**src/rtl/ch1_sweep_freq.sv**
```systemverilog
// Channel 1 frequency sweep datapath: CPU-written frequency, shift shadow register,
// sweep adder/subtractor with sticky overflow, and the period counter.
module ch1_sweep_freq #(
    parameter int FREQ_W = 11
) (
    input  logic              ajer_2mhz,
    input  logic              apu_reset,
    input  logic [7:0]        d,
    input  logic              apu_wr,
    input  logic              ff13,
    input  logic              ff14,
    input  logic              ff10_d3,
    input  logic              ch1_restart,
    input  logic              ch1_ld_shift,
    input  logic              ch1_shift_clk,
    input  logic              ch1_freq_upd1,
    input  logic              ch1_freq_upd2,
    input  logic              ch1_freq_tick,
    output logic [FREQ_W-1:0] ch1_freq,
    output logic              ch1_period_tick,
    output logic              ch1_sweep_ovf
);

    localparam logic [FREQ_W-1:0] CNT_MAX = '1;

    logic [FREQ_W-1:0] freq;
    logic [FREQ_W-1:0] shf;
    logic [FREQ_W-1:0] sum;
    logic [FREQ_W-1:0] cnt;
    logic [FREQ_W:0]   sum_next;

    // The extra top bit of the add result is the overflow carry; in subtract
    // mode it is only the borrow and is discarded.
    always_comb begin
        if (ff10_d3)
            sum_next = {1'b0, freq} - {1'b0, shf};
        else
            sum_next = {1'b0, freq} + {1'b0, shf};
    end

    // CPU writes are applied after the sweep load so the written byte wins.
    always_ff @(posedge ajer_2mhz or posedge apu_reset) begin
        if (apu_reset) begin
            freq <= '0;
        end else begin
            if (ch1_freq_upd2 && !ch1_sweep_ovf)
                freq <= sum;
            if (apu_wr && ff13)
                freq[7:0] <= d;
            if (apu_wr && ff14)
                freq[FREQ_W-1:8] <= d[FREQ_W-9:0];
        end
    end

    always_ff @(posedge ajer_2mhz or posedge apu_reset) begin
        if (apu_reset)
            shf <= '0;
        else if (ch1_ld_shift)
            shf <= freq;
        else if (ch1_shift_clk)
            shf <= {1'b0, shf[FREQ_W-1:1]};
    end

    always_ff @(posedge ajer_2mhz or posedge apu_reset) begin
        if (apu_reset)
            sum <= '0;
        else if (ch1_freq_upd1)
            sum <= sum_next[FREQ_W-1:0];
    end

    // Overflow set takes precedence over the restart clear.
    always_ff @(posedge ajer_2mhz or posedge apu_reset) begin
        if (apu_reset)
            ch1_sweep_ovf <= 1'b0;
        else if (ch1_freq_upd1 && !ff10_d3 && sum_next[FREQ_W])
            ch1_sweep_ovf <= 1'b1;
        else if (ch1_restart)
            ch1_sweep_ovf <= 1'b0;
    end

    always_ff @(posedge ajer_2mhz or posedge apu_reset) begin
        if (apu_reset) begin
            cnt             <= '0;
            ch1_period_tick <= 1'b0;
        end else begin
            ch1_period_tick <= 1'b0;
            if (ch1_restart) begin
                cnt <= freq;
            end else if (ch1_freq_tick) begin
                if (cnt == CNT_MAX) begin
                    cnt             <= freq;
                    ch1_period_tick <= 1'b1;
                end else begin
                    cnt <= cnt + 1'b1;
                end
            end
        end
    end

    assign ch1_freq = freq;

endmodule

```
**config.mk**
```make
export PLATFORM = sky130hd
export DESIGN_NAME = ch1_sweep_freq
export DESIGN_NICKNAME = d
export VERILOG_FILES = /design/src/rtl/ch1_sweep_freq.sv
export SDC_FILE = /design/constraint.sdc
export NUM_CORES = 1
export LEC_CHECK = 0
export ABC_AREA = 1
export BUFFER_PORTS_ARGS = -buffer_cell sky130_fd_sc_hd__buf_4
export CORE_MARGIN = 2
export CORE_UTILIZATION = 55
export DETAILED_ROUTE_END_ITERATION = 8
export GPL_ROUTABILITY_DRIVEN = 1
export GPL_TIMING_DRIVEN = 0
export MAX_ROUTING_LAYER = met4
export PLACE_DENSITY = 0.8
export SLEW_MARGIN = 25
export SYNTH_ARGS = -nofsm -noshare
export SYNTH_HDL_FRONTEND = slang
export SYNTH_SLANG_ARGS = --single-unit
```
**constraint.sdc**
```tcl
create_clock -name ajer_2mhz -period 5 [get_ports ajer_2mhz]
set_input_delay 0 -clock ajer_2mhz [delete_from_list [all_inputs] [get_ports ajer_2mhz]]
set_output_delay 0 -clock ajer_2mhz [all_outputs]
set_load 0.03 [all_outputs]
```
* Word level (Yosys, flattened, before mapping)
Cells that the tools add are included.
** Storage, ports and cells
- Memory bits (read-only) :: 0
- Output and inout bits :: 13
- Bits in latches :: 0
- RAM bits :: 0
- Register bits :: 46
- Memories kept :: 0
- Logic and storage cells :: 37
- Input port bits :: 20
** Cells by class
- Eq/ne operators :: 1
- Add/sub/neg operators :: 3
- Order comparisons :: 0
- $mul :: 0
- Shifts and indexed selects :: 0
- Reduce and logical (&&, ||, !) cells :: 12
- Muxes and demuxes :: 14
- Bitwise gates (word level) :: 0
- Divide/modulo/power cells :: 0
** Operators with widths (count)
- $mux W11 :: 6
- $add A11 B11 Y12 :: 1
- $mux W12 :: 1
- $sub A11 B11 Y12 :: 1
- $add A11 B1 Y11 const B :: 1
- $eq A11 B11 Y1 const B :: 1
- $reduce_bool A2 Y1 :: 5
- $mux W8 :: 1
- $logic_and A1 B1 Y1 :: 5
- $mux W1 :: 5
- $mux W3 :: 1
- $logic_not A1 Y1 :: 2

* Longest topological paths before layout
Gate-level depths: netlist (run 1).
- Word-level depth :: 4
- Gate-level depth with buffers :: 19
- Mapped depth without buffers :: 19

* Worst setup path before layout (run 1)
No wires, ideal clock.
- Path type :: register to register
- From :: register shf[1]
- To :: register ch1_sweep_ovf
- Cell stages (with the launch flop) :: 20
- Period minus slack after synthesis :: 2120 ps
- Library setup time :: 117 ps
- Path slack :: 2880 ps
- Data arrival time :: 2003 ps
- Buffers on the path :: 0
- Required time :: 4883 ps
- Cells stage by stage :: dfrtp_1 inv_1 ha_1 nand2_1 nor2_1 nand2_1 nand2_1 nand2_1 xor2_1 inv_1 ha_1 nand2_1 inv_1 nand2_1 nor2_1 nand2_1 nand3_1 nand2_1 nand3_1 nand2_1
** On the way
- Longest elaborated chain between the ends :: 4
- Elaborated cells on any way between the ends :: 6
- Classes of those cells :: 2 x add/sub; 2 x mux; 2 x reduce/logical
** RTL lines
- start, declared :: line 27 : logic [FREQ_W-1:0] shf;
- start signal, assigned :: line 59 : shf <= freq;
- start signal, assigned :: line 61 : shf <= {1'b0, shf[FREQ_W-1:1]};
- $add A11 B11 Y12 / $sub A11 B11 Y12 (equally long branches) :: line 38, 36
- $mux W12 (*) :: line 35 : if (ff10_d3)
- $logic_and A1 B1 Y1 (*) :: line 75 : else if (ch1_freq_upd1 && !ff10_d3 && sum_next[FREQ_W])
- $mux W1 / $reduce_bool A2 Y1 (equally long branches)
- end signal, assigned :: line 74 : ch1_sweep_ovf <= 1'b0;
- end signal, assigned :: line 76 : ch1_sweep_ovf <= 1'b1;
- end signal, assigned :: line 78 : ch1_sweep_ovf <= 1'b0;
- end, declared :: line 21 : output logic ch1_sweep_ovf
Mark *: on every way between the ends. The rest lies on a longest branch, timed or not.
A chain may end at the register's enable or synchronous reset.

* Worst setup path after layout (run 1)
- From :: register shf[0]
- To :: register ch1_sweep_ovf
The elaborated chain is that of the path after synthesis.

==> flow_summary.toml, run 1 <==
[power]
power_leakage_nw = 1.982
ir_drop_v = 0.0002708
power_density_nw_per_um2 = 512.9
total_power_mw = 1.888

[timing]
finalCritPeriodShare_pct = 49.60
min_period_ns = 2.480
rsz0062_at_grt = "no"
setup_viol = 0
fin_hold_ws_ns = 0.02168
worstMarginPinSlew_ns = 0.4853
skew_ns = 0.01078
tns_ns = 0
final-max-slew-violation-count = 0
hold_viol_final = 0
relSlewSlack_pct = 67.65
fmax_mhz = 403.2

[die]
die_x_um = 79.33
num_rows = 27
coreArea_sq_um = 5507
ios = 33
start_util_pct = 56.67
die_h_um = 79.33
dieArea_sq_um = 6292

[synthesis]
yosysWarnings = 0
ys_seq_area_share_pct = 36.89
synthMostInstantiatedCell = "nand2_1"
syn_inst = 447
syn_area_sq_um = 3120
yosysTopAreaCell = "dfrtp_1"
avgSynthCellArea_sq_um = 6.981
netlist_top_cells_area = "dfrtp_1, nand2_1, inv_1"
yosysTopAreaCellShare_pct = 36.89
synthTopCellsByCount = "nand2_1, inv_1, dfrtp_1"
synth_edf_count = 0
async_reset_ff_share_pct = 100.0
synth_cell_types = 31
ys.flop_type = "dfrtp_1"
syn_nets = 481
synth_seq_cells = 46

[setup_path]
cp_common_cell = "nand2_1"
crit_chain = "inv_1, ha_1, nand2_1, nor2_1, a31oi_1, xor2_1, inv_1, ha_1, nand2_1, inv_1, nand2_1, nor2_1, nand2_1, nand3_1, nand2_1, nand3_1, nand2_1"
crit_start = "shf[0]$_DFFE_PP0P_"
slowest_stage = "dfrtp_1"
worst_setup_path_end_kind = "flop"
r2r-start = "shf[0]$_DFFE_PP0P_"
worstPathArrival_ns = 2.68
crit_family = "simple AND/OR/NAND/NOR gates"
cp_max_fo = 5
required_ns = 5.20
crit_type = "reg -> reg"
crit_buf_inv = 3
startpoint_type = "flop"
cpPeakStageDelay_ns = 0.41

[layout]
layout.nets = 533
drive_gt1_share_pct = 11.40
area_growth_pct = 17.96
diodes = 0

[global_route]
grt_usage_pct = 28.02
grt_pass1_vias = 2837
antenna_found_initial = 0
grt.overflow.total = 0
grt_max_degree = 27
grt_pass1_wl_um = 13410

[place]
dpl.hpwl_um = 6196
io_buffers = 32
gp_congestion = 0.9237

[clocking]
root_buffer = "clkbuf_8"
cts_sinks = 46
clk_latency_ns = 0.30
cts.clk_slew.worst_paths_ns = 0.09
cts_tree = "yes"
post_cts_buffers = 0
cts_inserted_buffers = 5
h-tree-depth = 2
clk_path_buf_depth = 2

[route]
vias_per_cell = 5.416
drt-total-wl_um = 8154
drt_iter0_markers = 200
detail-route-antenna-nets = 0
wl_per_cell_um = 14.26
vias = 3098
firstDrtPassIters = 5
drc = 0

[flow_run]
drv_cap = 0

[hold_path]
worstHoldPathType = "in -> reg"
timing.hold.worst.start = "ch1_freq_tick"

[outcome]
status = "completed"
==> area by class of cell <==
type / count / area [sq um]
Timing Repair Buffer: 45 / 380.4
Clock buffer: 5 / 68.82
Buffer: 9 / 46.29
Sequential cell: 46 / 1151
Inverter: 79 / 296.5
Clock inverter: 3 / 21.27
Multi-Input combinational cell: 313 / 1627
Tap cell: 72 / 90.09
Fill cell: 482 / 1826
==> registers in the layout (all words and copies together) (netlist names) <==
signal and flops:
sum 11, ch1_freq 11, shf 11, ch1_sweep_ovf 1
cnt 11, ch1_period_tick 1
==> metal layers <==
metal  vias up  wire length, um  part of all wire (%)  GRT usage [%]
met1      1453             3555                    44          37.01
met5         -                0                     0              -
met2        94             4012                    49          46.61
li1       1543                -                     -              -
met3         8              497                   6.1          3.523
met4         0               88                   1.1          6.034
==> repair_timing <==
action / 4_1_cts / 5_1_grt
hold buffers: 12 / 0
resized for setup: 0 / 0
endpoints found under the hold margin: 32 / 0
==> report_power, final <==
group          total (mW)  switching, mW  internal, mW
registers           0.656          0.151         0.505
logic                1.00          0.627         0.373
clock network       0.232          0.133        0.0984
==> cells by family after synthesis <==
kind of cell	synth area share, %
and+or+nand+nor	28.75
buffers and inverters	10.99
AOI/OAI and AO/OA	13.87
DFF	36.89
adders and majority gates	5.854
xor gates and xnor gates	3.649
==> worst reg2reg max path, cell delays in order, from the launching register on <==
cell and delay [ns]:
dfrtp_1 0.41, inv_1 0.07, ha_1 0.21, nand2_1 0.10, nor2_1 0.07, a31oi_1 0.18
xor2_1 0.22, inv_1 0.07, ha_1 0.36, nand2_1 0.10, inv_1 0.08, nand2_1 0.06
nor2_1 0.08, nand2_1 0.07, nand3_1 0.07, nand2_1 0.05, nand3_1 0.12, nand2_1 0.06
==> worst paths after layout <==
path | endpoint | slack, ns | cells past startpoint
worst min register to register | sum[0]$_DFFE_PP0P_ | 0.50 | 2
worst max-delay path | ch1_sweep_ovf$_DFFE_PP0P_ | 2.52 | 17
min in group asynchronous | ch1_freq[6]$_DFFE_PP0P_ | 0.28 | 3
worst min-delay path | cnt[9]$_DFFE_PP0P_ | 0.02 | 4
worst max register to register | ch1_sweep_ovf$_DFFE_PP0P_ | 2.52 | 17
max in group asynchronous | shf[10]$_DFFE_PP0P_ | 4.20 | 4
==> stage by stage <==
step,setup WS (ns),instance area (sq um),std cells,util [%]
after floorplan,2.880,3120,447,-
final,2.520,3681,572,66.85
after detailed placement,2.576,3471,552,63.03
after global routing,2.234,3681,572,66.85
after global placement,2.586,3451,551,62.67
after CTS,2.547,3681,572,66.85
==> cells in the final DEF, fill, tap and decap left out, types with 4 or more instances in the layout <==
cell type	Yosys	layout
xor2_1	13	13
nand3_1	36	36
nand4_1	4	4
buf_4	0	32
o21ai_0	23	23
nand2_1	126	126
o22ai_1	15	15
inv_1	78	77
dlygate4sd3_1	0	12
nor2_1	33	33
ha_1	13	13
clkbuf_1	7	7
a21oi_1	12	12
a31oi_1	11	11
clkbuf_8	0	5
dfrtp_1	46	46
nor2_2	4	4
o211ai_1	5	5
Power figures use the tool's default switching activity.
==> run 2: changes to the inputs <==
--- a/config.mk
+++ b/config.mk
@@ -8,12 +8,12 @@
 export ABC_AREA = 1
 export BUFFER_PORTS_ARGS = -buffer_cell sky130_fd_sc_hd__buf_4
 export CORE_MARGIN = 2
-export CORE_UTILIZATION = 55
+export CORE_UTILIZATION = 53
 export DETAILED_ROUTE_END_ITERATION = 8
 export GPL_ROUTABILITY_DRIVEN = 1
 export GPL_TIMING_DRIVEN = 0
 export MAX_ROUTING_LAYER = met4
-export PLACE_DENSITY = 0.8
+export PLACE_DENSITY = 0.81
 export SLEW_MARGIN = 25
 export SYNTH_ARGS = -nofsm -noshare
 export SYNTH_HDL_FRONTEND = slang
==> constraint.sdc (replaced) <==
create_clock -name ajer_2mhz -period 2.1 [get_ports ajer_2mhz]
set_input_delay 0 -clock ajer_2mhz [delete_from_list [all_inputs] [get_ports ajer_2mhz]]
set_output_delay 0 -clock ajer_2mhz [all_outputs]
set_load 0.03 [all_outputs]
==> flow_summary.toml, run 2 (synthesis gave the netlist of run 1 again) <==
[route]
vias = 3339
wl_per_cell_um = 16.18
firstDrtPassIters = 5
drt_iter0_markers = 328
drc = 0
drt-total-wl_um = 9448
vias_per_cell = 5.717
detail-route-antenna-nets = 0

[layout]
post-route-util_pct = 72.58
finalInstanceArea_sq_um = 4070
area_growth_pct = 30.43
layout.nets = 545
drive_gt1_share_pct = 22.85
diodes = 0
layout_common_cells = "nand2_1, inv_1, dfrtp_1"
fill_cells = 446
final_common_cell = "nand2_1"

[global_route]
grt_pass1_vias = 3179
grt_max_degree = 25
grt_usage_pct = 30.43
grt.overflow.total = 0
grt_pass1_wl_um = 14740
antenna_found_initial = 0

[place]
dp_slack_ns = -0.3359
dpl.hpwl_um = 6453
io_buffers = 32
place_area_sq_um = 3503
gp_congestion = 0.9502

[clocking]
clk_path_buf_depth = 2
cts_tree = "yes"
h-tree-depth = 2
cts_sinks = 46
clk_latency_ns = 0.31
cts_inserted_buffers = 5
cts.clk_slew.worst_paths_ns = 0.09
root_buffer = "clkbuf_8"

[die]
num_rows = 27
ios = 33
dieArea_sq_um = 6517
die_h_um = 80.73
coreArea_sq_um = 5608
start_util_pct = 55.64
die_x_um = 80.73

[setup_path]
required_ns = 2.30
worst_setup_path_end_kind = "flop"
crit_type = "reg -> reg"
cp_max_fo = 4
startpoint_type = "flop"
worstPathArrival_ns = 2.50

[outcome]
status = "finished, violations left"
violations = "setup timing"

[timing]
min_period_ns = 2.295
setup_ws_ns = -0.1945
final-max-slew-violation-count = 0
rsz0062_at_grt = "yes"
fmax_mhz = 435.8
relSlewSlack_pct = 60.85
hold_viol_final = 0
skew_ns = 0.006757
worstMarginPinSlew_ns = 0.5864
setup_viol = 7
finalCritPeriodShare_pct = 109.3

[power]
power_leakage_nw = 2.074
ir_drop_v = 0.001046
power_density_nw_per_um2 = 1329

[hold_path]
worstHoldPathType = "in -> reg"

[flow_run]
drv_cap = 0
-- run 2: changes by cell type in the layout (fill, tap and decap cells not counted), moves of 7 or more --
| cell | previous run | this run |
|---|---|---|
| inv_1 | 77 | 69 |
| ha_4 | 0 | 9 |
| nand2_1 | 126 | 112 |
| inv_2 | 2 | 10 |
| nand2_2 | 2 | 14 |
| nand3_1 | 36 | 29 |
| buf_4 | 32 | 42 |
| ha_1 | 13 | 3 |
-- run 2: routing by layer --
| metal | GRT usage (%) | vias up | routed length [um] |
|---|---|---|---|
| met5 | - | - | 0 |
| met4 | 10.85 | 0 | 318 |
| met3 | 5.000 | 27 | 597 |
| met2 | 53.67 | 169 | 4880 |
| met1 | 35.09 | 1577 | 3652 |
| li1 | - | 1566 | - |
-- run 2: metrics by stage --
step	total power, mW	hold slack, ns	std cells	setup TNS (ns)
global placement	3.859	0.2345	551	-0.9842
finish	5.408	0.01656	584	-1.004
global route	5.797	0.01228	584	-2.233
CTS	5.052	0.009195	581	-0.3741
floorplan	3.236	0.07236	447	0
detailed placement	3.954	0.09024	552	-1.339
-- run 2: path summary, 6_finish.rpt --
kind / startpoint / endpoint / slack [ns] / cells past startpoint
worst max-delay path: shf[0]$_DFFE_PP0P_ / ch1_sweep_ovf$_DFFE_PP0P_ / -0.19 / 18
worst min-delay path: ch1_freq_tick / cnt[1]$_DFFE_PP0P_ / 0.02 / 4
worst max register to register: shf[0]$_DFFE_PP0P_ / ch1_sweep_ovf$_DFFE_PP0P_ / -0.19 / 18
worst min register to register: sum[6]$_DFFE_PP0P_ / sum[6]$_DFFE_PP0P_ / 0.50 / 2
max in group asynchronous: apu_reset / cnt[10]$_DFFE_PP0P_ / 1.27 / 4
min in group asynchronous: apu_reset / shf[8]$_DFFE_PP0P_ / 0.31 / 3
-- run 2: repair_timing --
action	CTS	global route
hold endpoints to repair	35	0
resized for setup	40	23
pin swaps	20	12
endpoints found under the setup margin	7	9
hold buffers	13	0
buffers inserted	8	3
-- run 2: report_power, final --
part | internal [mW] | switching, mW
sequential | 1.20 | 0.382
combinational | 1.27 | 1.88
clock | 0.355 | 0.315
-- run 2: final cells by class --
class                      instances  area (sq um)  area share, %
timing repair buffer              57         484.2          11.90
multi-input combinational        313          1892          46.48
clock inverter                     2         37.54         0.9222
sequential                        46          1151          28.28
buffer                             9         46.29          1.137
clock buffer                       6         72.57          1.783
inverter                          79         296.5          7.286
tap                               72         90.09          2.213
-- run 2: worst max-delay path: stages (launching register included) --
cell,delay [ns]
dfrtp_1,0.40
inv_2,0.09
ha_4,0.16
nand2_4,0.07
nor2_4,0.09
nand2_1,0.06
nand2_2,0.08
xor2_1,0.17
inv_1,0.10
ha_4,0.31
nand2_2,0.07
inv_2,0.07
nand2_2,0.08
nand2_2,0.08
nand2_2,0.06
nand3_1,0.09
nand2_1,0.09
nand3_2,0.07
nand2_1,0.05
